$ cat src/rtl/onehot_decoder_pipe.sv
// ---------------------------------------------------------------------------
// onehot_decoder_pipe
//
// Registered N-to-2^N one-hot line decoder used to generate per-register
// write-enable lines for the register file. A request is taken with a
// valid/ready handshake and the decoded word appears one cycle later with
// a single-cycle out_valid strobe. Back-to-back requests are accepted every
// cycle; there is no downstream backpressure.
//
// Optional sweep mode (compile macro DECODER_SWEEP_EN): a sweep_start
// request walks every output line once, one line per cycle, so the whole
// register file can be cleared after boot. Without the macro the block is
// a pure decoder: sweep_start is ignored, busy/sweep_done are tied low and
// in_ready is permanently high.
//
// Parameters:
//   SEL_W      select width; OUT_W = 2**SEL_W output lines (derived).
//   ZERO_LINE  when 1, line 0 is never asserted (hardwired-zero R0).
//
// Ports:
//   clk          clock, all state changes on the rising edge
//   rst          asynchronous active-high reset
//   in_valid     decode request present
//   in_ready     combinational; request taken on an edge with valid&&ready
//   sel          line to decode
//   en           0 turns an accepted request into an all-zero word
//   sweep_start  request a full sweep (sweep build only)
//   out_valid    registered one-cycle strobe per produced word
//   out_lines    registered one-hot (or all-zero) word
//   busy         registered, high while a sweep is running
//   sweep_done   registered pulse together with the last sweep word
// ---------------------------------------------------------------------------
module onehot_decoder_pipe #(
  parameter  int SEL_W     = 5,
  parameter  int ZERO_LINE = 1,
  localparam int OUT_W     = 2**SEL_W
) (
  input  logic             clk,
  input  logic             rst,
  input  logic             in_valid,
  output logic             in_ready,
  input  logic [SEL_W-1:0] sel,
  input  logic             en,
  input  logic             sweep_start,
  output logic             out_valid,
  output logic [OUT_W-1:0] out_lines,
  output logic             busy,
  output logic             sweep_done
);

  // One-hot word for a line index, with line 0 suppressed when R0 is
  // hardwired to zero. Shared by the decode path and the sweep walker so
  // the masking rule cannot diverge between the two.
  function automatic logic [OUT_W-1:0] line_of(input logic [SEL_W-1:0] idx);
    logic [OUT_W-1:0] word;
    word      = {OUT_W{1'b0}};
    word[idx] = 1'b1;
    if (ZERO_LINE != 0) begin
      word[0] = 1'b0;
    end else begin
      word[0] = word[0];
    end
    return word;
  endfunction

  logic             out_valid_r;
  logic [OUT_W-1:0] out_lines_r;
  logic [OUT_W-1:0] decode_s;
  logic             accept_s;

  // Word produced by an accepted request; en=0 yields an all-zero word.
  always_comb begin
    decode_s = {OUT_W{1'b0}};
    if (en) begin
      decode_s = line_of(sel);
    end else begin
      decode_s = {OUT_W{1'b0}};
    end
  end

  assign accept_s  = in_valid && in_ready;
  assign out_valid = out_valid_r;
  assign out_lines = out_lines_r;

`ifdef DECODER_SWEEP_EN

  typedef enum logic [0:0] {
    ST_IDLE  = 1'b0,
    ST_SWEEP = 1'b1
  } state_t;

  localparam logic [SEL_W-1:0] CNT_LAST = {SEL_W{1'b1}};
  localparam logic [SEL_W-1:0] CNT_ONE  = {{(SEL_W-1){1'b0}}, 1'b1};

  state_t           state_r;
  logic [SEL_W-1:0] cnt_r;
  logic             busy_r;
  logic             done_r;

  // sweep_start wins over a same-cycle decode request, so ready drops as
  // soon as a sweep is requested, not only once the sweep is running.
  assign in_ready   = (state_r == ST_IDLE) && !sweep_start;
  assign busy       = busy_r;
  assign sweep_done = done_r;

  // Decode/sweep FSM with all outputs registered.
  always_ff @(posedge clk or posedge rst) begin
    if (rst) begin
      state_r     <= ST_IDLE;
      cnt_r       <= {SEL_W{1'b0}};
      out_valid_r <= 1'b0;
      out_lines_r <= {OUT_W{1'b0}};
      busy_r      <= 1'b0;
      done_r      <= 1'b0;
    end else begin
      case (state_r)
        ST_IDLE: begin
          done_r <= 1'b0;
          if (sweep_start) begin
            // Entry edge produces no word; line 0 follows on the next edge.
            state_r     <= ST_SWEEP;
            cnt_r       <= {SEL_W{1'b0}};
            busy_r      <= 1'b1;
            out_valid_r <= 1'b0;
          end else if (accept_s) begin
            out_valid_r <= 1'b1;
            out_lines_r <= decode_s;
          end else begin
            // No request: strobe drops, last word is held.
            out_valid_r <= 1'b0;
          end
        end
        ST_SWEEP: begin
          out_lines_r <= line_of(cnt_r);
          out_valid_r <= 1'b1;
          // Counter wraps to zero by width after the last line.
          cnt_r       <= cnt_r + CNT_ONE;
          if (cnt_r == CNT_LAST) begin
            done_r  <= 1'b1;
            busy_r  <= 1'b0;
            state_r <= ST_IDLE;
          end else begin
            done_r  <= 1'b0;
          end
        end
        default: begin
          state_r     <= ST_IDLE;
          cnt_r       <= {SEL_W{1'b0}};
          out_valid_r <= 1'b0;
          out_lines_r <= {OUT_W{1'b0}};
          busy_r      <= 1'b0;
          done_r      <= 1'b0;
        end
      endcase
    end
  end

`else

  logic unused_sweep_s;

  // Decoder-only build: always ready, sweep request has no effect.
  assign in_ready       = 1'b1;
  assign busy           = 1'b0;
  assign sweep_done     = 1'b0;
  assign unused_sweep_s = sweep_start;

  // Decode register: capture on accept, otherwise drop strobe and hold word.
  always_ff @(posedge clk or posedge rst) begin
    if (rst) begin
      out_valid_r <= 1'b0;
      out_lines_r <= {OUT_W{1'b0}};
    end else begin
      if (accept_s) begin
        out_valid_r <= 1'b1;
        out_lines_r <= decode_s;
      end else begin
        out_valid_r <= 1'b0;
      end
    end
  end

`endif

endmodule

$ cat config.mk
export PLATFORM = sky130hd
export DESIGN_NAME = onehot_decoder_pipe
export DESIGN_NICKNAME = d
export VERILOG_FILES = /design/src/rtl/onehot_decoder_pipe.sv
export SDC_FILE = /design/constraint.sdc
export NUM_CORES = 1
export LEC_CHECK = 0
export ABC_AREA = 1
export CELL_PAD_IN_SITES_DETAIL_PLACEMENT = 1
export CELL_PAD_IN_SITES_GLOBAL_PLACEMENT = 2
export CORE_UTILIZATION = 22
export DETAILED_ROUTE_END_ITERATION = 12
export GPL_TIMING_DRIVEN = 0
export PLACE_DENSITY = 0.85
export SYNTH_ARGS = -nofsm -noshare
export SYNTH_HDL_FRONTEND = slang
export SYNTH_SLANG_ARGS = --single-unit
$ cat constraint.sdc
create_clock -name clk -period 0.8 [get_ports clk]
set_input_delay 0.08 -clock clk [delete_from_list [all_inputs] [get_ports clk]]
set_output_delay 0.08 -clock clk [all_outputs]
set_load 0.01 [all_outputs]
## Word level (Yosys, flattened, before mapping)

Index checks and enable logic that the tools add are counted.

| cells by class | value |
|---|---|
| $lt $le $gt $ge | 2 |
| mux-type cells | 4 |
| reductions and logical operators | 1 |

Operators with widths:

| operator | number |
|---|---|
| 32-bit 2-to-1 mux | 1 |
| 5-bit by 6-bit less-than comparator with 1-bit output, second input constant | 1 |
| 1-bit demux with 5-bit select | 1 |
| 5-bit by 1-bit greater-or-equal comparator with 1-bit output, second input constant | 1 |
| 1-bit 2-to-1 mux | 2 |
| 1-bit logical AND | 1 |

| storage, ports and cells | value |
|---|---|
| bits of input ports | 10 |
| register bits after elaboration | 33 |
| output and inout bits | 36 |
| word-level logic and storage cells | 9 |

## Longest topological paths before layout

Gate-level depths: netlist (run 1).

| depth | value |
|---|---|
| depth after elaboration | 5 |
| mapped depth | 5 |
| mapped depth without buffers | 5 |

## Worst setup path after synthesis (run 1)

Ideal clock, no wire load.

| timing | value |
|---|---|
| path kind | reg2reg |
| start | register, netlist name out_lines[16] |
| end | register out_lines_r[16] (netlist: out_lines[16]) |
| cell stages (with the launch flop) | 3 |
| setup slack | 0.181 ns |
| required time | 0.684 ns |
| arrival | 0.503 ns |
| cell sequence | dfrtp_1 nand2_1 nand2_1 |

RTL lines:

| what | line | source |
|---|---|---|
| to (signal assigned) | 172 | `out_lines_r <= {OUT_W{1'b0}};` |
| to (signal assigned) | 176 | `out_lines_r <= decode_s;` |
| to (decl) | 67 | `logic [OUT_W-1:0] out_lines_r;` |

## Worst setup path in the final report (run 1)

| timing | value |
|---|---|
| start | register out_lines_r[24] (netlist: out_lines[24]) |
| end | output out_lines[24] |

RTL lines:

| what | line | source |
|---|---|---|
| to (decl) | 46 | `output logic [OUT_W-1:0] out_lines,` |

No word-level cell between the ends.

==> impl_results.md, run 1 <==
* Drt wl/cell at 12.3 microns
* Top Layer Used: met4
* Die height at 80.5 microns
* Metal2 WL at 1780 microns
* HP Class: primary input to register
* Initial Util at 22.9%
* Worst setup EP type: output port
* WP depth at 1
* Crit path launch type: register
* Vias/cell at 3.95
* Vias in the first global route at 1,199
* Clock root buffer: clkbuf_8
* Worst Tran Pin Value at 0.691 ns
* Total vias in the final route at 1,201
* DR WL met3 at 191 microns
* Die Wd at 80.5 microns
* Hold_buf cts at 0
* Fillers at 716
* Sequential share of the synthesized area at 59.1%
* Area growth syn-to-layout at 48.5%
* Reg2reg path depth at 3
* Area leader, netlist: dfrtp_1
* Die area at 0.00648 sq mm
* Max Freq at 1100 MHz
* Syn Area/Cell at 8.36 sq um
* Setup CP Type: register to output port
* Core area at 0.00592 sq mm
* Worst-path clk slew at 0.07 ns
* TritonCTS Sinks at 32
* #FFs+latches synth at 32
* Worst setup path start: out_lines[24]
* Leak at 0.00120 uW
* Drt drc at 0
* Worst Path Arrival at 0.83 ns
* Status: complete, but fails checks
* Final period util at 114%
* Synth Flop Type: dfrtp_1
* Post-synth EDFFs at 0
* Antenna violations before repair at 0
* R2R Path End: out_lines[10]
* Critical-path cell list: buf_2
* CP delay by family, top: flip-flops
* Synthesized area at 0.00136 sq mm
* Most area-consuming cells after synthesis: dfrtp_1 59%, nand2_1 28%, nor2_4 3.3%, buf_4 2.2%, nor2_2 1.8%
* H-tree depth at 2
* Worst stage delay on the critical path at 0.40 ns
* Layout Utilization at 34.0%
* Pre-CTS setup slack at -0.772 ns
* Fin. max-slew vios at 0
* Skew final at 0 ns
* Fin nets at 238
* Post-DRT Antenna Nets at 0
* RSZ-0062 raised after global routing: true
* Rows at 28
* First-pass GRT wire length at 5960 microns
* # setup viols final at 32
* Later-pin clock latency in the skew report at 0.28 ns
* Commonest cells post-synth: 101 x nand2_1, 32 x dfrtp_1, 6 x inv_1
* Total grt overflow at 0
* Area of the multi-input gates at 553 sq um
* PortBufs at 40
* DR iter-0 viols at 72
* Most frequent cell after synthesis: nand2_1
* Min cycle time layout at 0.913 ns
* Gr usage total at 12.6%
* Req. time, crit path at 0.72 ns
* Storage element area at 801 sq um
* R2R Path Start: out_lines[10]
* WL met1 at 1710 microns
* Crit path to: out_lines[24]
* Cells after Synth at 162
* Final WL at 3740 microns
* CTS max path bufs at 2
* Pwr dens at 1730 mW/mm^2
* Critical path's slowest cell: dfrtp_1
* Max-slew headroom at 53.8%
* R2r setup slk at 0.06 ns
* Synth top area share at 59.1%
* Worst hold margin at 0.137 ns
* Final Wtd Congestion at 0.696
* Hold Fails Final Rpt at 0
* Netlist cell types at 11
* Worst Slack Setup Final at -0.113 ns
* Maxcap violations at 0
* Failing checks: negative setup slack
* Largest net degree at the start of global routing at 33
* N_diodes at 0
* Proportion of layout cells with a drive suffix above 1 at 38.4%
* Detail Placement HPWL at 2560 microns
* Worst VDD drop at 663 uV
* # IOs at 46
* CP Max Fanout at 2
* CTS Buf Count at 5
* Synth Warn # at 0
* Buffers and inverters on the worst path at 1
* Async SR Flop Fraction at 100%
* First-pass detailed-route iteration total at 4
* CTS tree: yes
==> timing repair <==
item	CTS	global route
gates resized for setup	151	10
setup endpoints to repair	95	63
setup buffers	10	9
pin swaps	3	2
hold endpoints to repair	0	0
==> power by group <==
| group | internal (uW) | total (uW) | switching (uW) |
|---|---|---|---|
| Clock | 923 | 1520 | 596 |
| Sequential | 1640 | 1650 | 11.0 |
| Combinational | 109 | 315 | 206 |
| Total | 2670 | 3490 | 814 |
==> flip-flops by register name, indices dropped and copies added (netlist names) <==
name       cells
out_valid      1
out_lines     31
==> worst min-delay path by stage <==
stage,from,endpoint,slack (ns),cells past startpoint
after floorplan,in_valid,out_valid,0.11,0
after global placement,out_lines[28],out_lines[28],0.46,2
after detailed placement,out_lines[4],out_lines[4],0.47,2
after CTS,in_valid,out_valid,0.13,1
after global routing,in_valid,out_valid,0.14,1
final,in_valid,out_valid,0.14,1
==> layout make-up <==
type / count / area share [%]
repair buffers: 57 / 19.0
clock inverters: 2 / 1.74
flip-flops and latches: 32 / 39.8
plain buffers: 7 / 2.24
well taps: 75 / 4.66
clock buffers: 6 / 3.61
multi-input cells: 118 / 27.5
inverters: 7 / 1.49
==> worst reg2reg max path: stages (launching register included) <==
cell	delay, ns
dfrtp_1	0.40
buf_4	0.14
nand2_1	0.06
nand2_1	0.05
==> metal layers <==
metal,global-route usage (%),vias up
met5,0,-
met4,5.36,0
met3,3.64,7
met2,20.4,29
met1,15.5,567
li1,-,598
==> cell families after synthesis <==
| logic type | count (synthesis) | synth area share [%] |
|---|---|---|
| buffers and inverters | 14 | 5.26 |
| DFF | 32 | 59.1 |
| other | 2 | 0.554 |
| and+or+nand+nor | 114 | 35.1 |
==> layout by cell type, fill, tap and decap left out <==
cell type and count:
conb_1 4, clkbuf_2 1, nand2_4 1, inv_1 3, nand2_2 7, nor2_2 1
clkinv_2 1, bufinv_16 1, nor2_4 11, dlygate4sd2_1 4, inv_2 3, clkinvlp_4 1
buf_2 32, clkdlybuf4s50_1 1, clkbuf_8 5, dfrtp_1 32, clkbuf_1 1, nand2_1 94
buf_6 3, buf_4 21, dlymetal6s2s_1 2
==> per-stage QoR <==
stage	area (sq um)	TNS, ns	cells	total power (uW)
global route	2010	-3.66	304	3650
CTS	1940	-3.25	297	3530
detailed placement	1860	-42.82	279	1980
global placement	1860	-41.98	279	1980
floorplan	1360	0	164	1840
finish	2010	-2.58	304	3490
(Power assumes the default switching activity.)
==> run 2: changes to the inputs <==
--- a/config.mk
+++ b/config.mk
@@ -6,12 +6,13 @@
 export NUM_CORES = 1
 export LEC_CHECK = 0
 export ABC_AREA = 1
+export ABC_CLOCK_PERIOD_IN_PS = 1100
 export CELL_PAD_IN_SITES_DETAIL_PLACEMENT = 1
 export CELL_PAD_IN_SITES_GLOBAL_PLACEMENT = 2
-export CORE_UTILIZATION = 22
+export CORE_UTILIZATION = 27
 export DETAILED_ROUTE_END_ITERATION = 12
 export GPL_TIMING_DRIVEN = 0
-export PLACE_DENSITY = 0.85
+export PLACE_DENSITY = 0.95
 export SYNTH_ARGS = -nofsm -noshare
 export SYNTH_HDL_FRONTEND = slang
 export SYNTH_SLANG_ARGS = --single-unit
==> constraint.sdc (replaced) <==
create_clock -name clk -period 1.1 [get_ports clk]
set_input_delay 0.11 -clock clk [delete_from_list [all_inputs] [get_ports clk]]
set_output_delay 0.11 -clock clk [all_outputs]
set_load 0.01 [all_outputs]
==> run 2 against run 1 <==
Against the previous run:
- the flow now finishes without violations
- critical path type unchanged
- sequential power decreased by 27%
- largest cell class unchanged
- core utilization grew 5.5 points
- register-to-register slack improved by 0.30 ns
- largest power group unchanged
- via count is 5.8% lower
==> impl_results.md, run 2 (same netlist as run 1, synthesis figures left out) <==
* Fin area at 0.00189 sq mm
* H-tree depth at 2
* Reg2reg path depth at 3
* Critical path's slowest cell: dfrtp_1
* Commonest non-fill, non-tap cell in the layout: nand2_1
* Pwr dens at 1180 mW/mm^2
* Core area at 0.00479 sq mm
* Net Sw Frac at 24.7%
* Drt wl/cell at 12.6 microns
* Worst Tran Pin Value at 0.691 ns
* Area growth syn-to-layout at 39.6%
* Total vias in the final route at 1,131
* Final period util at 97.7%
* Crit path launch type: register
* CP Max Fanout at 2
* Min cycle time layout at 1.08 ns
* Vias in the first global route at 1,194
* CTS tree: yes
* Sequential share of power at 54.0%
* R2R Path Start: out_lines[29]
* Clock root buffer: clkbuf_8
* HP Class: primary input to asynchronous set/reset pin
* Worst Slack Setup Final at 0.0248 ns
* Worst stage delay on the critical path at 0.39 ns
* Largest net degree at the start of global routing at 33
* Maxcap violations at 0
* TritonCTS Sinks at 32
* Clock share of power at 36.8%
* Drt drc at 0
* Worst-path clk slew at 0.06 ns
* Initial Util at 28.3%
* R2r setup slk at 0.36 ns
* Fin nets at 222
* Internal cell power at 1680 uW
* Crit path to: out_lines[29]
* First-pass detailed-route iteration total at 4
* Worst Path Arrival at 0.97 ns
* Proportion of layout cells with a drive suffix above 1 at 11.4%
* NetSw at 549 uW
* Req. time, crit path at 0.99 ns
* First-pass GRT wire length at 5830 microns
* Final WL at 3500 microns
* Logic pwr share at 9.2%
* CP delay by family, top: flip-flops
* Max-slew headroom at 53.8%
* DP Area at 0.00185 sq mm
* Die area at 0.00531 sq mm
* Die Wd at 72.8 microns
* Highest-count cells in the layout ignoring fill and taps: 101 x nand2_1, 32 x dfrtp_1, 28 x dlygate4sd2_1, 8 x clkdlybuf4s50_1
* Gr usage total at 15.2%
* DR iter-0 viols at 68
* Antenna violations before repair at 0
* Setup CP Type: register to output port
* Hold Fails Final Rpt at 0
* CTS Buf Count at 5
* Detail Placement HPWL at 2470 microns
* # IOs at 46
* Pre-CTS setup slack at -0.541 ns
* Vias/cell at 4.08
* WP depth at 1
* RSZ-0062 raised after global routing: false
* R2R Path End: out_lines[29]
* Die height at 72.8 microns
* Leak at 0.00114 uW
* Setup Total Neg Slack at 0 ns
* Later-pin clock latency in the skew report at 0.28 ns
* Post-DRT Antenna Nets at 0
* Rows at 25
* N_diodes at 0
* Worst setup EP type: output port
* Total grt overflow at 0
* Skew final at 0 ns
* PortBufs at 40
* Max Freq at 930 MHz
* Fin. max-slew vios at 0
* Worst VDD drop at 555 uV
* Max reg flops at 31
* Final Wtd Congestion at 0.736
* Worst setup path start: out_lines[29]
* Status: complete, no violations
* CTS max path bufs at 2
* # setup viols final at 0
* Critical-path cell list: dlygate4sd2_1
* Buffers and inverters on the worst path at 1
==> run 2: cell type report <==
type	count	area, sq um
fill	603	2890
multi-input combinational	118	490
inverter	7	30.0
timing repair buffer	41	373
clock buffer	5	68.8
sequential	32	801
buffer	7	45.0
tap	67	83.8
==> run 2: routing by layer <==
metal / part of all wire, % / vias to the layer above / GRT usage [%]
li1: - / 567 / -
met1: 44 / 529 / 17.4
met2: 49 / 28 / 25.5
met3: 5.1 / 7 / 5.52
met4: 1.7 / 0 / 6.54
met5: 0 / - / 0
==> run 2: through the flow <==
step,hold slack [ns],util (%),std cells,power [uW]
after floorplan,0.141,-,164,1340
after global placement,0.462,38.6,271,1440
after detailed placement,0.467,38.6,271,1440
after CTS,0.296,39.3,276,2260
after global routing,0.336,39.5,277,2320
final,0.278,39.5,277,2220
==> run 2: worst min path at each step <==
stage	start	endpoint	slack (ns)	depth (start not counted)
after CTS	rst	out_lines[16]	0.30	2
after detailed placement	out_lines[12]	out_lines[12]	0.47	2
final	rst	out_lines[16]	0.28	2
after floorplan	in_valid	out_valid	0.14	0
after global routing	rst	out_lines[12]	0.34	2
after global placement	out_lines[12]	out_lines[12]	0.46	2
==> run 2: power by group through the flow <==
stage	sequential [uW]	combinational (uW)	clock, uW
after global placement	1220	214	0
final	1200	205	818
after detailed placement	1220	218	0
after floorplan	1230	110	0
after global routing	1200	230	884
after CTS	1200	208	846
==> run 2: what timing repair did <==
item | CTS | global route
hold buffers | 0 | 0
gates resized for setup | 33 | 4
buffers inserted | 0 | 1
endpoints found under the hold margin | 0 | 0
gates cloned | 0 | 0
endpoints found under the setup margin | 64 | 5
==> run 3: changes to the inputs <==
--- a/config.mk
+++ b/config.mk
@@ -6,7 +6,6 @@
 export NUM_CORES = 1
 export LEC_CHECK = 0
 export ABC_AREA = 1
-export ABC_CLOCK_PERIOD_IN_PS = 1100
 export CELL_PAD_IN_SITES_DETAIL_PLACEMENT = 1
 export CELL_PAD_IN_SITES_GLOBAL_PLACEMENT = 2
 export CORE_UTILIZATION = 27
==> results of run 3 <==
Final layout, timing and power as in run 2 (identical DEF).
